--- src/rtl/qs_pkg.sv ---
// qs_pkg: shared types and default widths for the quicksort blocks.
package qs_pkg;
    localparam int QS_DW = 32;
    localparam int QS_AW = 6;
    typedef enum logic [3:0] {
        S_IDLE, S_PIV, S_SADDR, S_SCMP, S_SWR1, S_SWR2,
        S_FRD, S_FWR1, S_FWR2, S_PUSHL, S_PUSHR, S_DONE
    } state_t;
    typedef struct packed {
        logic [QS_AW-1:0] lo;
        logic [QS_AW-1:0] hi;
    } range_t;
endpackage

--- src/rtl/partition_unit.sv ---
// partition_unit: Lomuto partition of RAM[lo..hi] around RAM[hi], pushing non-trivial sub-ranges.
import qs_pkg::*;
module partition_unit #(
    parameter int DW = QS_DW,
    parameter int AW = QS_AW
) (
    input  logic          clk,
    input  logic          rst,
    input  logic          start,
    input  logic [AW-1:0] lo,
    input  logic [AW-1:0] hi,
    output logic          busy,
    output logic          done,
    output logic [AW-1:0] pivot_idx,
    output logic [AW-1:0] mem_addr,
    output logic          mem_we,
    output logic [DW-1:0] mem_wdata,
    input  logic [DW-1:0] mem_rdata,
    output logic          push,
    output logic [AW-1:0] push_lo,
    output logic [AW-1:0] push_hi
);
    state_t        state_q;
    logic [AW-1:0] lo_q, hi_q, i_q, j_q, p_q;
    logic [DW-1:0] pivot_q, aj_q;
    logic [AW:0]   p_x, lo_x, hi_x;
    logic          left_ok, right_ok, push_l, push_r;

    always_ff @(posedge clk or posedge rst) begin
        if (rst) begin
            state_q <= S_IDLE;
            lo_q    <= '0;
            hi_q    <= '0;
            i_q     <= '0;
            j_q     <= '0;
            p_q     <= '0;
            pivot_q <= '0;
            aj_q    <= '0;
        end else begin
            case (state_q)
                S_IDLE: if (start) begin
                    lo_q    <= lo;
                    hi_q    <= hi;
                    i_q     <= lo;
                    j_q     <= lo;
                    p_q     <= lo;
                    state_q <= (lo < hi) ? S_PIV : S_DONE;
                end
                S_PIV: begin
                    pivot_q <= mem_rdata;
                    state_q <= S_SADDR;
                end
                S_SADDR: state_q <= (j_q == hi_q) ? S_FRD : S_SCMP;
                S_SCMP: begin
                    if (mem_rdata >= pivot_q) begin
                        j_q     <= j_q + 1'b1;
                        state_q <= S_SADDR;
                    end else if (i_q == j_q) begin
                        i_q     <= i_q + 1'b1;
                        j_q     <= j_q + 1'b1;
                        state_q <= S_SADDR;
                    end else begin
                        aj_q    <= mem_rdata;
                        state_q <= S_SWR1;
                    end
                end
                S_SWR1: state_q <= S_SWR2;
                S_SWR2: begin
                    i_q     <= i_q + 1'b1;
                    j_q     <= j_q + 1'b1;
                    state_q <= S_SADDR;
                end
                S_FRD:  state_q <= S_FWR1;
                S_FWR1: state_q <= S_FWR2;
                S_FWR2: begin
                    p_q     <= i_q;
                    state_q <= S_PUSHL;
                end
                S_PUSHL: state_q <= S_PUSHR;
                S_PUSHR: state_q <= S_DONE;
                default: state_q <= S_IDLE;
            endcase
        end
    end

    // RAM reads land one cycle later, so each state addresses the word the next state consumes
    always_comb begin
        mem_addr  = '0;
        mem_we    = 1'b0;
        mem_wdata = '0;
        case (state_q)
            S_IDLE:       mem_addr = (start && lo < hi) ? hi : '0;
            S_SADDR:      mem_addr = (j_q == hi_q) ? i_q : j_q;
            S_SCMP, S_FRD: mem_addr = i_q;
            S_SWR1: begin
                mem_addr  = j_q;
                mem_we    = 1'b1;
                mem_wdata = mem_rdata;
            end
            S_SWR2: begin
                mem_addr  = i_q;
                mem_we    = 1'b1;
                mem_wdata = aj_q;
            end
            S_FWR1: begin
                mem_addr  = hi_q;
                mem_we    = 1'b1;
                mem_wdata = mem_rdata;
            end
            S_FWR2: begin
                mem_addr  = i_q;
                mem_we    = 1'b1;
                mem_wdata = pivot_q;
            end
            default: ;
        endcase
    end

    // one extra bit keeps lo+1 and p+1 from wrapping at the top index
    assign p_x       = {1'b0, p_q};
    assign lo_x      = {1'b0, lo_q};
    assign hi_x      = {1'b0, hi_q};
    assign left_ok   = p_x > lo_x + 1'b1;
    assign right_ok  = hi_x > p_x + 1'b1;
    assign push_l    = (state_q == S_PUSHL) && left_ok;
    assign push_r    = (state_q == S_PUSHR) && right_ok;
    assign push      = push_l || push_r;
    assign push_lo   = push_l ? lo_q : push_r ? p_q + 1'b1 : '0;
    assign push_hi   = push_l ? p_q - 1'b1 : push_r ? hi_q : '0;
    assign busy      = (state_q != S_IDLE) && (state_q != S_DONE);
    assign done      = state_q == S_DONE;
    assign pivot_idx = p_q;
endmodule

--- config.mk ---
export PLATFORM = sky130hd
export DESIGN_NAME = partition_unit
export DESIGN_NICKNAME = d
export VERILOG_FILES = /design/src/rtl/qs_pkg.sv /design/src/rtl/partition_unit.sv
export SDC_FILE = /design/constraint.sdc
export NUM_CORES = 1
export LEC_CHECK = 0
export ABC_AREA = 0
export CAP_MARGIN = 30
export CORE_UTILIZATION = 45
export CTS_CLUSTER_DIAMETER = 80
export CTS_CLUSTER_SIZE = 25
export DETAILED_ROUTE_END_ITERATION = 8
export HOLD_SLACK_MARGIN = 0.15
export PLACE_DENSITY = 0.73
export SYNTH_ARGS = -nofsm -noshare
export SYNTH_HDL_FRONTEND = slang
export SYNTH_SLANG_ARGS = --single-unit
--- constraint.sdc ---
create_clock -name clk -period 4.1 [get_ports clk]
set_input_delay 0.82 -clock clk [delete_from_list [all_inputs] [get_ports clk]]
set_output_delay 0.82 -clock clk [all_outputs]
set_load 0.01 [all_outputs]
==> results_dict.tcl <==
set metrics [dict create \
    place.gp.congestion 0.886 \
    yosys.area_share.adder_pct 10.3 \
    route.detailed.wl_per_inst_um 18.0 \
    netlist_top_cells_area "sky130_fd_sc_hd__dfrtp_1 37%, sky130_fd_sc_hd__ha_1 10%, sky130_fd_sc_hd__mux2_4 6.9%, sky130_fd_sc_hd__inv_1 5.0%, sky130_fd_sc_hd__a222oi_1 4.9%" \
    placed_cells_incl_taps 978 \
    syn-cell-area_mm2 0.00657 \
    ff2ff_setup_slack_ps 950 \
    yosys.cell_count.top_type "sky130_fd_sc_hd__dfrtp_1" \
    cts_root_buffer "sky130_fd_sc_hd__clkbuf_16" \
    synth_top_cell_area_share_pct 37.3 \
    synth_compound_gate_area_share_pct 20.6 \
    min_path_cells 1 \
    syn-num-nets 813 \
    post_synthesis_simple_gate_area_fraction_pct 13.1 \
    floorplan.io_pins 107 \
    r2r_cells 9 \
    worstSetupPathType "flip-flop to output pin" \
    floorplan.core_area_mm2 0.0140 \
    p_per_area_mw_per_mm2 740 \
    grt_setup_unrepaired "true" \
    worstHoldEndpoint "aj_q[0]" \
    post_synth_most_frequent_cells "98 x sky130_fd_sc_hd__dfrtp_1, 87 x sky130_fd_sc_hd__inv_1, 83 x sky130_fd_sc_hd__nand2_1, 61 x sky130_fd_sc_hd__o21ai_0, 54 x sky130_fd_sc_hd__ha_1" \
    fp-row-count 43 \
    synth.area.mux_share_pct 7.52 \
    max_cap_violations 0 \
    chip_width_um 123 \
    timing.critical_path.arrival_ps 3210 \
    die_h_um 123 \
    max_slew.worst_pin.slew_ps 879 \
    final_period_minus_worst_setup_slack_ps 4030 \
    postRouteAntennaNets 0 \
    die-area_mm2 0.0151 \
    leakage_nw 3.91 \
    postSynthRegisterBits 98 \
    clock_latency_ps 360 \
    combinational_family_with_the_most_area_after_synthesis "compound AO/OA/AOI/OAI gates" \
    post_route_cells_drive_above_1_share_pct 11.3 \
    detailroute.via_count 5808 \
    largest_net_degree_at_the_start_of_global_routing 64 \
    post_drt_via_cell_ratio 5.83 \
    synthFlopType "sky130_fd_sc_hd__dfrtp_1" \
    outcome "finished clean" \
    critical_path.startpoint_type "flip-flop" \
    maxSlewHeadroom_pct 41.1 \
    synth_seq_area_share_pct 37.3 \
    finalSetupViolations 0 \
    synthesis.area_per_instance_um2 9.23 \
    min-delay-path-class "flip-flop to flip-flop" \
    min_period_over_period_pct 98.2 \
    area_growth_pct 25.1 \
    final_design_area_no_fill_mm2 0.00822 \
    initial_standard_cell_utilization_of_the_core_pct 46.8 \
    finalHoldViolations 0 \
    max_clock_skew_ps 12.6 \
    ys.warnings.count 0 \
    clkTransAtPathRegs_ps 70 \
    asyncSetResetFlopFracSynth_pct 100 \
    grt.overflow.total 0 \
    post-dp-hpwl_mm 12.8 \
    ctsLongestPathBuffers 2 \
    fin_cells 996 \
    worstReg2RegEnd "aj_q[4]" \
    timing.critical_path.required_ps 3280 \
    yosysUniqueCellTypes 60 \
    post-synth-top-area-cell "sky130_fd_sc_hd__dfrtp_1" \
    drc 0 \
    max_slew_violation_total_from_the_final_report 0 \
    htree_num_levels 3 \
    routed_wirelength_mm 17.9 \
    first_pass_grt_wire_length_mm 28.6 \
    synth-xor-area-share_pct 3.20 \
    port-buffer-count 106 \
    peakVddDrop_v 0.000291 \
    cts_num_sinks 98 \
    crit_end_element "output pin" \
    first_global_vias 5693 \
    n_antenna_cell 0 \
    syn_inst 712 \
    placedInstanceArea_mm2 0.00788 \
    number_of_nets_at_the_end_of_the_flow 912 \
    detailedRoute.firstIterationViolations 461 \
    detail_route.first_pass.iterations 7 \
    synth_enable_flop_cells 0 \
    cts_tree "done" \
    hold_start "aj_q[0]" \
    fmax_mhz 248 \
    worst-path-max-fanout 7 \
    numCtsBuffers 9 \
    grtUsageTotal_pct 24.7 \
    critical_r2r_launch "pivot_q[9]" \
    grt_antenna_before_repair 0 \
]
sequential cells by signal (all words and copies together), names as in the netlist:
register,flops
aj_q,32
hi_q,6
i_q,6
j_q,6
lo_q,6
pivot_idx,6
pivot_q,32
state_q,4
metal layers:
metal | global-route usage [%] | up-vias | wire length [µm]
met5 | 0 | - | 0
met4 | 9.91 | 0 | 451
met3 | 3.25 | 32 | 1000
met2 | 41.4 | 209 | 8740
met1 | 32.1 | 2820 | 7710
li1 | - | 2747 | -
placed cells by master (no fill, tap or decap), types with 16 or more instances in the layout:
master | synthesis | layout
sky130_fd_sc_hd__inv_1 | 87 | 86
sky130_fd_sc_hd__nor2_1 | 23 | 23
sky130_fd_sc_hd__o21ai_0 | 61 | 61
sky130_fd_sc_hd__mux2_4 | 30 | 30
sky130_fd_sc_hd__nand2_1 | 83 | 83
sky130_fd_sc_hd__ha_1 | 54 | 54
sky130_fd_sc_hd__a222oi_1 | 32 | 32
sky130_fd_sc_hd__clkdlybuf4s50_1 | 0 | 96
sky130_fd_sc_hd__a21oi_1 | 25 | 24
sky130_fd_sc_hd__dfrtp_1 | 98 | 96
sky130_fd_sc_hd__nand3_1 | 22 | 22
sky130_fd_sc_hd__xnor2_1 | 16 | 16
sky130_fd_sc_hd__buf_4 | 0 | 23
area by class of cell:
class                   instances  area, µm²
clock inverters                 5       36.3
well taps                     180        225
multi-input cells             484       3630
fillers                      1222       5830
clock buffers                  11        243
inverters                      87        328
repair buffers                131       1300
flip-flops and latches         98       2450
stage by stage:
stage | hold slack (ps) | util [%] | setup TNS [ps] | total power [W] | setup WS [ps]
after global routing | 522 | 58.5 | -88.1 | 0.00654 | -73.7
after CTS | 494 | 58.1 | 0 | 0.00609 | 66.0
after floorplan | 457 | - | 0 | 0.00410 | 718
final | 492 | 58.5 | 0 | 0.00608 | 72.7
after global placement | 469 | 56.1 | 0 | 0.00508 | 96.6
after detailed placement | 478 | 56.1 | -2.17 | 0.00525 | -2.17
power breakdown:
group	internal, W	switching (W)
Clock	0.000432	0.000387
Combinational	0.00164	0.00168
Sequential	0.00146	0.000484
Total	0.00352	0.00255
cell families (layout without fill, tap and decap cells):
group	count (synthesis)	count (layout)
AOI/OAI and AO/OA	192	192
xor gates and xnor gates	24	24
adders and majority gates	54	54
buffers and inverters	130	234
DFF	98	98
muxes	34	34
and+or+nand+nor	180	180
critical path, cell delays in order, from the launching register on:
cell and delay, ps:
sky130_fd_sc_hd__dfrtp_2 450, sky130_fd_sc_hd__inv_1 80, sky130_fd_sc_hd__ha_1 290, sky130_fd_sc_hd__inv_1 70, sky130_fd_sc_hd__ha_1 280, sky130_fd_sc_hd__nor2b_1 140
sky130_fd_sc_hd__o21a_1 170, sky130_fd_sc_hd__o21a_1 170, sky130_fd_sc_hd__o211ai_1 200, sky130_fd_sc_hd__a21oi_2 110, sky130_fd_sc_hd__buf_4 140, sky130_fd_sc_hd__nor2b_1 110
sky130_fd_sc_hd__o21bai_1 150, sky130_fd_sc_hd__clkdlybuf4s50_1 480
timing repair:
action                                  in CTS  in global routing
hold buffers                                 0                  0
endpoints found under the setup margin      10                 18
buffers inserted                             0                  2
pin swaps                                    0                  1
gates resized for setup                      2                 14
hold endpoints to repair                     0                  0
worst max path at each step:
| stage | from | to | slack (ps) |
|---|---|---|---|
| 2_1_floorplan | rst | aj_q[0] | 720 |
| 3_3_place_gp | mem_rdata[0] | aj_q[25] | 100 |
| 3_5_place_dp | mem_rdata[9] | aj_q[28] | -2 |
| 4_1_cts | pivot_idx[1] | push_lo[0] | 70 |
| 5_1_grt | pivot_idx[1] | push_lo[2] | -70 |
| 6_report | pivot_idx[1] | push_lo[2] | 70 |
Note: power is estimated with default switching activity, not from simulation.
